$ cat src/rtl/alu_mdu.sv
// alu_mdu: registered single-cycle ALU plus iterative unsigned multiply/divide unit.
// Single-cycle ops complete on the accepting edge; MUL/DIV run DATA_W steps behind busy.
module alu_mdu #(
  parameter int DATA_W = 8
) (
  input  logic              clk,
  input  logic              rst_n,
  input  logic              start,
  input  logic [2:0]        op_type,
  input  logic [1:0]        arith_sel,
  input  logic [1:0]        logic_sel,
  input  logic [3:0]        shift_sel,
  input  logic [DATA_W-1:0] operand1,
  input  logic [DATA_W-1:0] operand2,
  output logic [DATA_W-1:0] result,
  output logic [DATA_W-1:0] result_hi,
  output logic              busy,
  output logic              done,
  input  logic [3:0]        flag_din,
  input  logic              flag_wr,
  output logic              flag_z,
  output logic              flag_c,
  output logic              flag_n,
  output logic              flag_v
);
  localparam int CNT_W = $clog2(DATA_W) + 1;
  localparam int H = DATA_W / 2;
  typedef enum logic [1:0] {IDLE, MUL, DIV, FIN} state_t;
  state_t state_q;
  logic busy_q, done_q, mul_q, dz_q;
  logic z_q, c_q, n_q, v_q;
  logic [DATA_W-1:0] res_q, hi_q, opa_q;
  logic [2*DATA_W-1:0] acc_q, acc_d;
  logic [CNT_W-1:0] cnt_q;
  logic [DATA_W-1:0] b, lgc, shf, alu_res;
  logic [DATA_W:0] sum, msum, t, r;
  logic cin, lbot, rtop, alu_c, alu_v, alu_z, ge;
  always_comb begin
    b = arith_sel[1] ? ~operand2 : operand2;
    cin = arith_sel[0] ? arith_sel[1] ^ c_q : arith_sel[1];
    sum = {1'b0, operand1} + {1'b0, b} + (DATA_W+1)'(cin);
    lgc = logic_sel == 2'd0 ? operand1 & operand2 :
          logic_sel == 2'd1 ? operand1 | operand2 :
          logic_sel == 2'd2 ? operand1 ^ operand2 : {operand1[H-1:0], operand1[DATA_W-1:H]};
    lbot = shift_sel[1] ? (shift_sel[2] ? c_q : operand1[DATA_W-1]) : shift_sel[2] & c_q;
    rtop = shift_sel[1] ? (shift_sel[2] ? c_q : operand1[0]) :
           shift_sel[3] ? operand1[DATA_W-1] : shift_sel[2] & c_q;
    shf = shift_sel[0] ? {rtop, operand1[DATA_W-1:1]} : {operand1[DATA_W-2:0], lbot};
    alu_res = op_type == 3'd1 ? sum[DATA_W-1:0] : op_type == 3'd2 ? lgc :
              op_type == 3'd3 ? shf : operand2;
    alu_c = op_type == 3'd1 ? arith_sel[1] ^ sum[DATA_W] :
            op_type == 3'd3 ? (shift_sel[0] ? operand1[0] : operand1[DATA_W-1]) : c_q;
    alu_v = op_type == 3'd1 ? (operand1[DATA_W-1] == b[DATA_W-1]) && (sum[DATA_W-1] != operand1[DATA_W-1]) : v_q;
    // SBC chains fold the previous Z in so multi-word compares yield a whole-word zero test
    alu_z = (alu_res == '0) & (!(op_type == 3'd1 && arith_sel == 2'b11) | z_q);
    msum = {1'b0, acc_q[2*DATA_W-1:DATA_W]} + {1'b0, acc_q[0] ? opa_q : '0};
    t = {acc_q[2*DATA_W-1:DATA_W], acc_q[DATA_W-1]};
    ge = t >= {1'b0, opa_q};
    r = ge ? t - {1'b0, opa_q} : t;
    acc_d = mul_q ? {msum, acc_q[DATA_W-1:1]} : {r[DATA_W-1:0], acc_q[DATA_W-2:0], ge};
  end
  always_ff @(posedge clk) begin
    if (!rst_n) begin
      state_q <= IDLE;
      busy_q <= 1'b0;
      done_q <= 1'b0;
      mul_q <= 1'b0;
      dz_q <= 1'b0;
      res_q <= '0;
      hi_q <= '0;
      opa_q <= '0;
      acc_q <= '0;
      cnt_q <= '0;
      {v_q, n_q, c_q, z_q} <= '0;
    end else begin
      done_q <= 1'b0;
      case (state_q)
        IDLE: if (start) begin
          if (op_type == 3'd4 || op_type == 3'd5) begin
            busy_q <= 1'b1;
            mul_q <= op_type == 3'd4;
            dz_q <= op_type == 3'd5 && operand2 == '0;
            opa_q <= op_type == 3'd4 ? operand1 : operand2;
            acc_q <= {{DATA_W{1'b0}}, op_type == 3'd4 ? operand2 : operand1};
            cnt_q <= CNT_W'(DATA_W - 1);
            state_q <= op_type == 3'd4 ? MUL : operand2 == '0 ? FIN : DIV;
          end else begin
            res_q <= alu_res;
            hi_q <= '0;
            done_q <= 1'b1;
            if (op_type inside {3'd1, 3'd2, 3'd3})
              {v_q, n_q, c_q, z_q} <= {alu_v, alu_res[DATA_W-1], alu_c, alu_z};
          end
        end
        MUL, DIV: begin
          acc_q <= acc_d;
          cnt_q <= cnt_q - CNT_W'(1);
          if (cnt_q == CNT_W'(1)) state_q <= FIN;
        end
        FIN: begin
          // last step happens here, so partial values never reach result/result_hi
          state_q <= IDLE;
          busy_q <= 1'b0;
          done_q <= 1'b1;
          res_q <= dz_q ? '1 : acc_d[DATA_W-1:0];
          hi_q <= dz_q ? acc_q[DATA_W-1:0] : acc_d[2*DATA_W-1:DATA_W];
          z_q <= !dz_q && (mul_q ? acc_d == '0 : acc_d[DATA_W-1:0] == '0);
          n_q <= dz_q | acc_d[DATA_W-1];
          c_q <= mul_q && acc_d[2*DATA_W-1:DATA_W] != '0;
          v_q <= dz_q;
        end
      endcase
      if (flag_wr) {v_q, n_q, c_q, z_q} <= flag_din;
    end
  end
  assign result = res_q;
  assign result_hi = hi_q;
  assign busy = busy_q;
  assign done = done_q;
  assign {flag_v, flag_n, flag_c, flag_z} = {v_q, n_q, c_q, z_q};
endmodule

$ cat config.mk
export PLATFORM = sky130hd
export DESIGN_NAME = alu_mdu
export DESIGN_NICKNAME = d
export VERILOG_FILES = /design/src/rtl/alu_mdu.sv
export SDC_FILE = /design/constraint.sdc
export NUM_CORES = 1
export LEC_CHECK = 0
export CAP_MARGIN = 20
export CORE_MARGIN = 2
export CORE_UTILIZATION = 52
export CTS_BUF_LIST = sky130_fd_sc_hd__clkbuf_2
export CTS_CLUSTER_SIZE = 20
export DETAILED_ROUTE_END_ITERATION = 10
export DONT_BUFFER_PORTS = 1
export PLACE_DENSITY = 0.68
export RECOVER_POWER = 25
export SYNTH_ARGS = -nofsm -noshare
export SYNTH_HDL_FRONTEND = slang
export SYNTH_SLANG_ARGS = --single-unit
$ cat constraint.sdc
create_clock -name clk -period 9.9 [get_ports clk]
set_clock_uncertainty 0.15 [all_clocks]
set_input_delay 2.475 -clock clk [delete_from_list [all_inputs] [get_ports clk]]
set_output_delay 2.475 -clock clk [all_outputs]
set_load 0.03 [all_outputs]
## Yosys cells after proc, flatten, opt, wreduce, memory -nomap -nowiden

Index checks and enable logic that the tools add are counted.

| storage, ports and cells | value |
|---|---|
| register bits after elaboration | 54 |
| input bits | 35 |
| word-level logic and storage cells | 151 |

| operators by class | value |
|---|---|
| add/sub/neg operators | 5 |
| order comparisons | 1 |
| equal/unequal tests | 23 |
| muxes and demuxes | 70 |
| bitwise logic cells | 10 |
| reduce and logical (&&, ||, !) cells | 28 |

Operator list:

| kind | number |
|---|---|
| $mux W8 | 18 |
| $mux W16 | 3 |
| $mux W1 | 32 |
| $pmux W16 S2 | 1 |
| $pmux W8 S2 | 2 |
| $logic_not A8 Y1 | 3 |
| $add A8 B8 Y9 | 2 |
| $logic_not A16 Y1 | 1 |
| $reduce_and A3 Y1 | 5 |
| $ne A3 B3 Y1 const B | 4 |
| $pmux W1 S2 | 6 |
| $reduce_and A5 Y1 | 2 |
| $add A9 B1 Y9 | 1 |
| $ge A9 B8 Y1 | 1 |
| $and A8 B8 Y8 | 1 |
| $eq A2 B2 Y1 const B | 4 |
| $mux W2 | 4 |
| $mux W4 | 2 |
| $ne A2 B2 Y1 const B | 4 |
| $not A8 Y8 | 1 |
| $or A8 B8 Y8 | 1 |
| $pmux W4 S2 | 1 |
| $reduce_bool A8 Y1 | 1 |
| $sub A8 B8 Y8 | 1 |
| other kinds (22) | 36 |

## Depth between registers and ports, before layout

| logic depth | value |
|---|---|
| word-level depth | 14 |
| depth in mapped cells | 13 |

## Least setup slack after synthesis

Ideal clock, no wire load.

| path | value |
|---|---|
| path kind | input-to-reg |
| start | in arith_sel[1] |
| end | reg c_q (netlist: flag_c) |
| library setup time | 0.116 ns |
| arrival time | 5.177 ns |
| required time | 9.634 ns |
| slack | 4.457 ns |
| stages on the path | 13 |
| path buffers | 1 |
| cell sequence | clkbuf_1 xnor2_1 fa_1 inv_1 fa_1 a211oi_1 o21bai_1 a2111oi_0 nor3_1 xor2_1 a21oi_1 o21ai_0 o211a_1 |

| between the ends | value |
|---|---|
| word-level cells in the longest chain between the ends | 10 |
| elaborated cells between the ends (all ways) | 12 |
| classes of those cells | add/sub: 2; mux: 8; bitwise: 2 |

Ends and longest elaborated chain:

| element | RTL line | source |
|---|---|---|
| from (decl) | 10 | `input logic [1:0] arith_sel,` |
| $mux W8 or $xor A1 B1 Y1 (tied branches) | 39, 40 |  |
| $add A8 B8 Y9 or $mux W1 (tied branches) | 41, 40 |  |
| $add A9 B1 Y9 | 41 | `sum = {1'b0, operand1} + {1'b0, b} + (DATA_W+1)'(cin);` |
| $xor A1 B1 Y1 (*) | 51 | `alu_c = op_type == 3'd1 ? arith_sel[1] ^ sum[DATA_W] :` |
| $mux W1 (*) | 51 |  |
| $mux W1 (*) | 91 | `if (op_type inside {3'd1, 3'd2, 3'd3})` |
| $mux W1 (*) | 79 | `if (op_type == 3'd4 \|\| op_type == 3'd5) begin` |
| $mux W1 (*) | 78 | `IDLE: if (start) begin` |
| $pmux W1 S2 (*) | 77 | `case (state_q)` |
| $mux W1 (*) | 113 | `if (flag_wr) {v_q, n_q, c_q, z_q} <= flag_din;` |
| to (signal assigned) | 92 | `{v_q, n_q, c_q, z_q} <= {alu_v, alu_res[DATA_W-1], alu_c, alu_z};` |
| to (signal assigned) | 113 |  |
| to (decl) | 31 | `logic z_q, c_q, n_q, v_q;` |

Every way passes the cells marked *; elsewhere a longest branch is shown, timed or not. The select of a mux whose other input is x is not followed.
A chain may end at the register's enable or synchronous reset.

## Final worst setup path

| path | value |
|---|---|
| start | in arith_sel[0] |
| end | reg c_q (netlist: flag_c) |

| between the ends | value |
|---|---|
| word-level cells in the longest chain between the ends | 9 |

Ends and longest elaborated chain:

| element | RTL line | source |
|---|---|---|
| $mux W1 | 40 | `cin = arith_sel[0] ? arith_sel[1] ^ c_q : arith_sel[1];` |
| $add A9 B1 Y9 | 41 |  |
| $xor A1 B1 Y1 | 51 |  |
| $mux W1 | 51 |  |
| $mux W1 | 91 |  |
| $mux W1 | 79 |  |
| $mux W1 | 78 |  |
| $pmux W1 S2 | 77 |  |
| $mux W1 | 113 |  |

Every way passes these cells. The select of a mux whose other input is x is not followed.

==> metrics.txt <==
Tcrit/Tclk final=48.5%; Critical path origin=arith_sel[0]; Worst Hold Depth=2; Synth cell types=71; clk_lat worst skew=480 ps; area post-placement=5090 µm²; slowest CP cell=a2111oi_0; reg2reg setup slack=6300 ps; hold wc startpoint=opa_q[2]; critical path required time=10190 ps; CTS Hold Bufs=0; vias per cell=6.20; post-route design area=5140 µm²; HP Class=reg -> reg; YS warnings=0; via count=4817; power density cells=182 nW/µm²; max_cap viols=1; All-Layer GR Usage=28.3%; Synth Area in Compound Gates=27.7%; Nets=728; Die Wd=103 µm; Finished Layout Cells=777; Register Area=1080 µm²; maximum vdd drop=87.3 µV; total negative slack=0 ps; Setup Fix Bufs, Post-CTS=0; CP max FO=3; Worst Setup Path Type=in -> reg; worst setup path endpoint=flag_c; final worst path period need=4800 ps; Post-Synth Adder-Cell Area=12.2%; RSZ-0062 raised after global routing=false; post-synthesis cell area=5050 µm²; Slew @ Worst Pin=2200 ps; FFs w/ async S/R, synth=0%; multiplexer area fraction after synthesis=7.18%; core box area=9330 µm²; Syn Area/Cell=7.53 µm²; DRC=0; CP peak stage delay=430 ps; CP Launch Type=input pin; vias in the first global route=4587; share of layout cells above drive strength 1=5.26%; CP arrival=5090 ps; Yosys reg bits=54; routability cong.=0.932; Worst Reg-to-Reg Cells=13; Overflow after GRT=0; final hold violations=0; DR pass1 iterations=8; Synthesized Nets=753; CTS tree=done; initial antenna violation count=1; routed len/inst=18.5 µm; CTS root buffer=clkbuf_2; Area Growth Syn to Fin=1.78%; RR Startpoint=flag_c; CTS Sinks=54; Slew Limit Fails=50; CP Capture Type=flip-flop; Simple-Gate Fraction of Synth Area=21.2%; Routed Antenna Nets=0; XOR/XNOR share of the synthesized area=3.12%; Die Span Y=103 µm; FILL cells=915; First DRT Iteration DRCs=331; Starting Density=54.2%; Placed Cells incl. Taps=768; reg2reg end=flag_c; CTS buffer count=5; largest family of logic cells by synthesized area=compound AO/OA/AOI/OAI gates; CTS resizes=0; Post-synth EDFFs=0; post-synthesis instance total=671; wirelength, routed=14.4 mm; first-pass GRT wire length=23.2 mm; die area=10500 µm²; post-DP HPWL=11.2 mm; Max Freq=208 MHz; H-tree depth=2; status=complete, but fails checks; Multi-input gate area=3610 µm²; violated checks=capacitance limit, slew limit; CP Cell Sequence=nand2_1, xor2_1, fa_1, inv_1, fa_1, a211oi_1, o21bai_1, a2111oi_0, nor3_1, xor2_1, a21oi_1, o21ai_0, o211a_1; number of buffers added on ports=0; largest net degree at the start of global routing=50; Final Setup Violations=0; part of the Yosys area used for sequential elements=21.4%; Worst-path clk slew=320 ps; CTS max path bufs=2; commonest register cell after synthesis=dfxtp_1; row cnt=35; slew margin rel.=-46.7%; leakage power=2.01 nW; Ports=57
## final cells by class
class	count	area share, %
inverters	54	3.94
repair buffers	5	0.657
flip-flops and latches	54	21.0
diodes	1	0.0486
well taps	129	3.14
clock buffers	5	0.486
clock inverters	3	0.559
multi-input cells	526	70.2
## cell usage after synthesis (3+ instances only)
cell type  number  area share, %
a2111oi_0       4           0.69
a211oi_1       25            3.7
a21o_1          4           0.59
a21oi_1        45            4.5
a22oi_1        11            1.6
a311oi_1        9            1.6
a31oi_1         4           0.49
and2_1         10            1.2
buf_2           6           0.59
clkbuf_1       27            2.0
dfxtp_1        54             21
fa_1            4            1.6
ha_1           43             11
inv_1          53            3.9
mux2i_1        16            3.2
mux4_2          8            3.6
nand2_1        67            5.0
nand2b_1       13            1.6
nand3_1         5           0.49
nand4_1         4           0.49
nor2_1         91            6.8
nor2b_1        11            1.4
nor3_1         18            1.8
nor4_1          4           0.49
o211a_1         3           0.59
o211ai_1       10            1.5
o21a_1         11            1.6
o21ai_0        32            3.2
o22a_1          3           0.52
or3b_1          3           0.52
xnor2_1         8            1.4
xor2_1         10            1.7
## per-stage QoR
step	worst slack, ps	utilization (%)	hold WS (ps)	total power [mW]
global route	4850	55.2	427	1.01
floorplan	4460	-	333	0.722
global placement	4710	54.5	356	0.827
CTS	5100	55.2	400	0.936
detailed placement	4540	54.6	373	0.835
finish	5100	55.2	395	0.939
## layout by cell type, fill, tap and decap left out, drive strengths merged, types with 10 or more instances in the layout
master,netlist,layout
mux2i,16,16
dfxtp,54,54
o21a,11,11
o21ai,35,35
nand2,67,67
and2,10,10
xor2,10,10
nor2b,11,11
inv,53,55
a21oi,46,46
nor3,18,18
a311oi,10,10
nor2,92,92
ha,43,43
a211oi,27,27
nand2b,13,13
a22oi,11,11
o211ai,10,10
## state kept, by name, indices dropped and copies added (netlist names), 2 cells and up
register and flops:
acc_q 16, cnt_q 4, opa_q 8, result 8
result_hi 8, state_q 2
## routing by layer
| metal | vias up | wire length, µm | GRT usage [%] |
|---|---|---|---|
| li1 | 2360 | - | - |
| met1 | 2207 | 6100 | 36.5 |
| met2 | 210 | 6700 | 46.7 |
| met3 | 40 | 1180 | 6.44 |
| met4 | 0 | 440 | 9.95 |
| met5 | - | 0 | 0 |
## cells by family (layout without fill, tap and decap cells)
group                      Yosys count  in the layout
and+or+nand+nor                    236            236
xor gates and xnor gates            18             18
muxes                               26             26
adders and majority gates           47             47
DFF                                 54             54
other                                0              1
AOI/OAI and AO/OA                  199            199
buffers and inverters               91             67
## worst min-delay path by stage
stage | to
after floorplan | acc_q[15]
after global placement | state_q[0]
after detailed placement | opa_q[2]
after CTS | opa_q[2]
after global routing | opa_q[2]
final | opa_q[2]
## where the power goes
| group | switching [mW] | total (mW) | leakage (nW) | internal (mW) |
|---|---|---|---|---|
| sequential | 0.0630 | 0.320 | 0.440 | 0.257 |
| combinational | 0.317 | 0.519 | 1.53 | 0.201 |
| clock | 0.0788 | 0.0999 | 0.0355 | 0.0211 |
| total | 0.459 | 0.939 | 2.01 | 0.480 |
## critical path, delay by kind of cell
kind            cells  cell delay (ps)
xor+xnor            2              380
simple gates        2              170
buf+inv             1               60
fa+ha+maj           2              660
compound gates      6             1330
No activity file was read; power rests on OpenSTA's default activity.
